[src/rtl/ddr4_vref_mr_seq.sv]
// rtl/ddr4_vref_mr_seq.sv - post-training DDR4 VREFDQ MR6 programming sequencer
module ddr4_vref_mr_seq #(
   parameter int NUM_RANKS   = 1,
   parameter int TVREF_WAIT  = 64,
   parameter int ACK_TIMEOUT = 1024
) (
   input  logic                     SCLK,
   input  logic                     reset_n,
   input  logic                     training_complete,
   input  logic                     skip_vref_training,
   input  logic                     rerun_vref,
   input  logic [NUM_RANKS-1:0]     rank_enable,
   input  logic [7*NUM_RANKS-1:0]   vref_mr6_values,
   input  logic                     cal_init_ack,
   output logic                     cal_init_mr_w_req,
   output logic [7:0]               cal_init_mr_addr,
   output logic [17:0]              cal_init_mr_wr_data,
   output logic [17:0]              cal_init_mr_wr_mask,
   output logic [NUM_RANKS-1:0]     cal_init_cs,
   output logic                     select,
   output logic                     ddr4_vref_complete,
   output logic                     vref_error
);

   localparam int WW = $clog2(TVREF_WAIT + 1);
   localparam int TW = $clog2(ACK_TIMEOUT + 1);
   localparam logic [WW-1:0] C_WAIT_LOAD = WW'(TVREF_WAIT);
   localparam logic [TW-1:0] C_TO_LAST   = TW'(ACK_TIMEOUT - 1);
   localparam logic [2:0]    C_RANK_END  = 3'(NUM_RANKS);
   localparam logic [7:0]    C_MR6_ADDR  = 8'h06;
   localparam logic [17:0]   C_MR6_MASK  = 18'h3FF00;

   typedef enum logic [3:0] {
      S_IDLE, S_RANK_SEL, S_ENTER, S_ENTER_WAIT, S_WRITE,
      S_WRITE_WAIT, S_EXIT, S_EXIT_WAIT, S_DONE, S_ERROR
   } state_t;

   state_t                r_state, w_state_next;
   logic [2:0]            r_rank, w_rank_next;
   logic [6:0]            r_val_q, w_val_next;
   logic [WW-1:0]         r_wait, w_wait_next;
   logic [TW-1:0]         r_to, w_to_next;

   logic                  r_req;
   logic [7:0]            r_addr;
   logic [17:0]           r_data;
   logic [17:0]           r_mask;
   logic [NUM_RANKS-1:0]  r_cs;
   logic                  r_select;
   logic                  r_complete;
   logic                  r_error;

   logic                  w_is_req;
   logic                  w_ack;
   logic                  w_timeout;
   logic                  w_req_next;
   logic                  w_sel_next;
   logic                  w_rank_en;
   logic [6:0]            w_rank_val;
   logic [NUM_RANKS-1:0]  w_cs_onehot;
   logic                  w_vref_enable_bit;

   // Decode the current rank index into its enable, VREF slice and one-hot chip select
   always_comb begin
      w_rank_en   = 1'b0;
      w_rank_val  = '0;
      w_cs_onehot = '0;
      for (int i = 0; i < NUM_RANKS; i++) begin
         if (r_rank == 3'(i)) begin
            w_rank_en      = rank_enable[i];
            w_rank_val     = vref_mr6_values[7*i +: 7];
            w_cs_onehot[i] = 1'b1;
         end
      end
   end

   // Next-state logic plus rank, latched value, wait and ack-timeout counters
   always_comb begin
      w_state_next = r_state;
      w_rank_next  = r_rank;
      w_val_next   = r_val_q;
      w_wait_next  = r_wait;
      w_is_req     = (r_state == S_ENTER) || (r_state == S_WRITE) || (r_state == S_EXIT);
      // an ack only counts against a request the arbiter can actually see
      w_ack        = cal_init_ack & r_req & w_is_req;
      w_timeout    = w_is_req & ~w_ack & (r_to == C_TO_LAST);

      case (r_state)
         S_IDLE: begin
            if (training_complete) begin
               if (skip_vref_training) begin
                  w_state_next = S_DONE;
               end else begin
                  w_state_next = S_RANK_SEL;
                  w_rank_next  = 3'd0;
               end
            end
         end
         S_RANK_SEL: begin
            if (r_rank >= C_RANK_END) begin
               w_state_next = S_DONE;
            end else if (w_rank_en) begin
               w_val_next   = w_rank_val;
               w_state_next = S_ENTER;
            end else begin
               w_rank_next  = r_rank + 3'd1;
            end
         end
         S_ENTER, S_WRITE, S_EXIT: begin
            if (w_ack) begin
               w_wait_next  = C_WAIT_LOAD;
               w_state_next = (r_state == S_ENTER) ? S_ENTER_WAIT :
                              (r_state == S_WRITE) ? S_WRITE_WAIT : S_EXIT_WAIT;
            end else if (w_timeout) begin
               w_state_next = S_ERROR;
            end
         end
         S_ENTER_WAIT, S_WRITE_WAIT, S_EXIT_WAIT: begin
            if (r_wait == '0) begin
               if (r_state == S_ENTER_WAIT) begin
                  w_state_next = S_WRITE;
               end else if (r_state == S_WRITE_WAIT) begin
                  w_state_next = S_EXIT;
               end else begin
                  w_state_next = S_RANK_SEL;
                  w_rank_next  = r_rank + 3'd1;
               end
            end else begin
               w_wait_next = r_wait - WW'(1);
            end
         end
         S_DONE, S_ERROR: begin
            if (rerun_vref) begin
               w_state_next = S_RANK_SEL;
               w_rank_next  = 3'd0;
            end
         end
         default: w_state_next = S_IDLE;
      endcase

      // timeout counts cycles spent in one request state; any transition restarts it
      if (w_state_next != r_state) begin
         w_to_next = '0;
      end else if (w_is_req) begin
         w_to_next = r_to + TW'(1);
      end else begin
         w_to_next = '0;
      end

      w_req_next        = w_is_req & ~w_ack & ~w_timeout;
      w_vref_enable_bit = (r_state != S_EXIT);
      w_sel_next        = (w_state_next != S_IDLE) && (w_state_next != S_DONE) &&
                          (w_state_next != S_ERROR);
   end

   // State and counter registers
   always_ff @(posedge SCLK or negedge reset_n) begin
      if (!reset_n) begin
         r_state <= S_IDLE;
         r_rank  <= '0;
         r_val_q <= '0;
         r_wait  <= '0;
         r_to    <= '0;
      end else begin
         r_state <= w_state_next;
         r_rank  <= w_rank_next;
         r_val_q <= w_val_next;
         r_wait  <= w_wait_next;
         r_to    <= w_to_next;
      end
   end

   // Registered MR request outputs; they trail request-state entry by one cycle
   always_ff @(posedge SCLK or negedge reset_n) begin
      if (!reset_n) begin
         r_req      <= 1'b0;
         r_addr     <= '0;
         r_data     <= '0;
         r_mask     <= '0;
         r_cs       <= '0;
         r_select   <= 1'b0;
         r_complete <= 1'b0;
         r_error    <= 1'b0;
      end else begin
         r_req      <= w_req_next;
         r_addr     <= w_req_next ? C_MR6_ADDR : 8'h00;
         r_data     <= w_req_next ? {10'b0, w_vref_enable_bit, r_val_q} : 18'h0;
         r_mask     <= w_req_next ? C_MR6_MASK : 18'h0;
         r_cs       <= w_req_next ? w_cs_onehot : '0;
         r_select   <= w_sel_next;
         // sticky flags follow the terminal states and clear when a rerun leaves them
         r_complete <= (w_state_next == S_DONE);
         r_error    <= (w_state_next == S_ERROR);
      end
   end

   assign cal_init_mr_w_req   = r_req;
   assign cal_init_mr_addr    = r_addr;
   assign cal_init_mr_wr_data = r_data;
   assign cal_init_mr_wr_mask = r_mask;
   assign cal_init_cs         = r_cs;
   assign select              = r_select;
   assign ddr4_vref_complete  = r_complete;
   assign vref_error          = r_error;

endmodule

[config.mk]
export PLATFORM = sky130hd
export DESIGN_NAME = ddr4_vref_mr_seq
export DESIGN_NICKNAME = d
export VERILOG_FILES = /design/src/rtl/ddr4_vref_mr_seq.sv
export SDC_FILE = /design/constraint.sdc
export NUM_CORES = 1
export LEC_CHECK = 0
export CAP_MARGIN = 20
export CORE_MARGIN = 10
export CORE_UTILIZATION = 49
export CTS_CLUSTER_DIAMETER = 200
export DETAILED_ROUTE_END_ITERATION = 7
export GPL_TIMING_DRIVEN = 0
export PLACE_DENSITY_LB_ADDON = 0.08
export SYNTH_ARGS = -nofsm -noshare
export SYNTH_HDL_FRONTEND = slang
export SYNTH_SLANG_ARGS = --single-unit
[constraint.sdc]
create_clock -name SCLK -period 2.85 [get_ports SCLK]
set_clock_uncertainty 0.05 [all_clocks]
set_input_delay 0.4275 -clock SCLK [delete_from_list [all_inputs] [get_ports SCLK]]
set_output_delay 0.4275 -clock SCLK [all_outputs]
set_load 0.05 [all_outputs]
==> impl_metrics.yaml <==
drt:
  drc: 0
  post_drt_wl_per_cell_um: 12.6
  ant_nets: 0
  vias_per_cell: 4.62
  vias: 1732
  drt_iter0_drc: 130
  totalWireLength_um: 4740
  firstDrtPassIters: 4
placed_design:
  place_ws_ps: 534
  port_buffers: 38
  hpwl_um: 3630
  dpl_cell_area_sq_mm: 0.00298
  dp.cells: 366
  place_congestion: 0.811
synthesis:
  synth_flop_cell: "dfrtp_1"
  ys_types: 49
  synth_area_sq_mm: 0.00241
  ys_warn_count: 0
  synth_cells: 237
  synth.ff_latch_count: 45
  async_flop_share: 1.00
  yosysSeqAreaShare: 0.467
  avgSynthCellArea_sq_um: 10.2
  synth-edff-count: 0
critical_path:
  start_kind: "flop"
  cp_max_fo: 14
  crit_start: "cal_init_mr_addr[1]"
  cp.required_ps: 2370
  crit_buf_inv: 2
  max_stage_delay_ps: 800
  critPathArrivalTime_ps: 1840
  timing.rr.start: "r_rank[1]"
  cp_slowest_cell: "clkdlybuf4s50_1"
  cp_top_family: "buffers and inverters"
  crit_type: "reg2out"
  crit_chain: "buf_4, clkdlybuf4s50_1"
  critPathCaptureType: "primary output"
cells_and_area:
  multi_input_area_sq_mm: 0.00104
  final_cell_mix: "45 x dfrtp_1, 37 x buf_4, 37 x clkdlybuf4s50_1, 24 x conb_1, 23 x nor2_1"
  final_util: 0.647
  n_antenna_cell: 0
  drive_above_1_share: 0.208
  instances_no_fill: 375
  fin_nets: 326
  fill_cells: 408
  syn2layout_area_growth_pct: 27.5
  fin_area_sq_mm: 0.00308
  final_common_cell: "dfrtp_1"
  seqCellArea_sq_mm: 0.00113
clock_tree:
  clk_pin_slew_ps: 80
  cts-htree-levels: 2
  clk_latency_ps: 300
  clk_path_buf_depth: 2
  cts_resized: 0
  cts-root-buf: "clkbuf_8"
  clock_sinks: 45
  tritoncts: "yes"
  cts_inserted_buffers: 5
floorplan:
  coreArea_sq_mm: 0.00475
  boundaryPins: 63
  rows: 25
  die_area_sq_mm: 0.00813
  start_util: 0.507
  die_x_um: 90.2
  die_h_um: 90.2
global_route:
  grt_pass1_wl_um: 8290
  grt_start_max_net_pins: 35
  grt_pass1_vias: 1704
  top_usage_layer: "met2"
  antenna_found_initial: 0
  grt_usage: 0.123
  grt_util_met2: 0.183
  met3_usage: 0.0623
  overflow: 0
  gr-usage-met1: 0.147
power:
  p_leak_nw: 1.45
  powerDensity_mw_per_mm2: 959
  power_mw: 2.95
  peakVddDrop_mv: 0.567
timing:
  min_period_over_period: 0.812
  finalSetupViolations: 0
  holdWs_ps: 430
  postLayoutSetupSlackWorst_ps: 537
  tns_ps: 0
  clock.fmax_ghz: 0.432
  timing.slew.headroom: 0.442
  tightest_slew_ps: 829
  post-route-min-period_ps: 2310
  rsz0062_at_grt: "false"
  finalHoldViolCount: 0
  finalMaxSlewViolations: 0
run_status:
  status: "finished, final reports clean"
min_path:
  hold_start: "r_val_q[5]"
  hp-class: "reg2reg"
job:
  maxCapViolations: 0
-- final timing paths --
path	to	slack, ps	cells after the start
max in group asynchronous	r_state[1]	1760	3
worst min-delay path	cal_init_mr_wr_data[5]	430	1
worst max-delay path	cal_init_mr_wr_mask[10]	540	2
min in group asynchronous	r_rank[0]	520	2
worst min register to register	cal_init_mr_wr_data[5]	430	1
worst max register to register	select	630	7
-- Yosys cell counts, types with 2 or more instances --
master,n,area share
a21o_1,2,0.0062
a21oi_1,3,0.0062
a31oi_1,2,0.0052
and2_1,10,0.026
and3_1,3,0.0078
buf_2,3,0.0062
buf_4,37,0.12
clkbuf_1,3,0.0047
dfrtp_1,45,0.47
ha_1,5,0.026
inv_1,8,0.012
mux2_2,8,0.037
mux2i_1,3,0.012
nand2_1,11,0.017
nand2b_1,5,0.013
nand3_1,8,0.017
nor2_1,23,0.036
nor2b_1,3,0.0078
nor3_1,3,0.0062
nor3b_1,2,0.0062
nor4_1,2,0.0052
o211ai_1,4,0.012
o21ai_0,5,0.010
o2bb2ai_1,2,0.0073
o31ai_1,2,0.0062
or2_2,2,0.0052
xnor2_1,5,0.018
xor2_1,7,0.025
-- state kept, by name (all words and copies together), names as in the netlist --
name                 count
r_state                  4
r_to                    11
r_val_q                  7
ddr4_vref_complete       1
select                   1
r_rank                   3
cal_init_mr_wr_data      8
cal_init_mr_addr         1
vref_error               1
cal_init_cs              1
r_wait                   7
-- report_power, final --
group | switching (mW) | total (mW) | internal [mW]
registers | 0.123 | 0.945 | 0.822
logic | 0.970 | 1.62 | 0.647
clock network | 0.216 | 0.389 | 0.173
-- timing repair --
item,in CTS,in global routing
hold endpoints to repair,11,0
setup buffers,0,0
hold buffers,1,0
endpoints found under the setup margin,0,0
-- routing by layer --
layer | share of wire | routed length (um)
met1 | 0.43 | 2060
met3 | 0.10 | 491
met4 | 0.021 | 98
met2 | 0.44 | 2090
met5 | 0 | 0
-- layout make-up --
type	instances	area share
tap	67	0.0273
buffer	43	0.0989
multi-input combinational	164	0.338
inverter	8	0.00976
timing repair buffer	40	0.132
sequential	45	0.366
clock inverter	2	0.00488
clock buffer	6	0.0236
-- kinds of logic after synthesis --
kind of cell	count (synthesis)	share of synthesized area
xor gates and xnor gates	12	0.0436
other	1	0.00155
and+or+nand+nor	80	0.173
adders and majority gates	5	0.0259
buffers and inverters	51	0.138
muxes	12	0.0545
DFF	45	0.467
AOI/OAI and AO/OA	31	0.0960
Note: power is estimated with default switching activity, not from simulation.
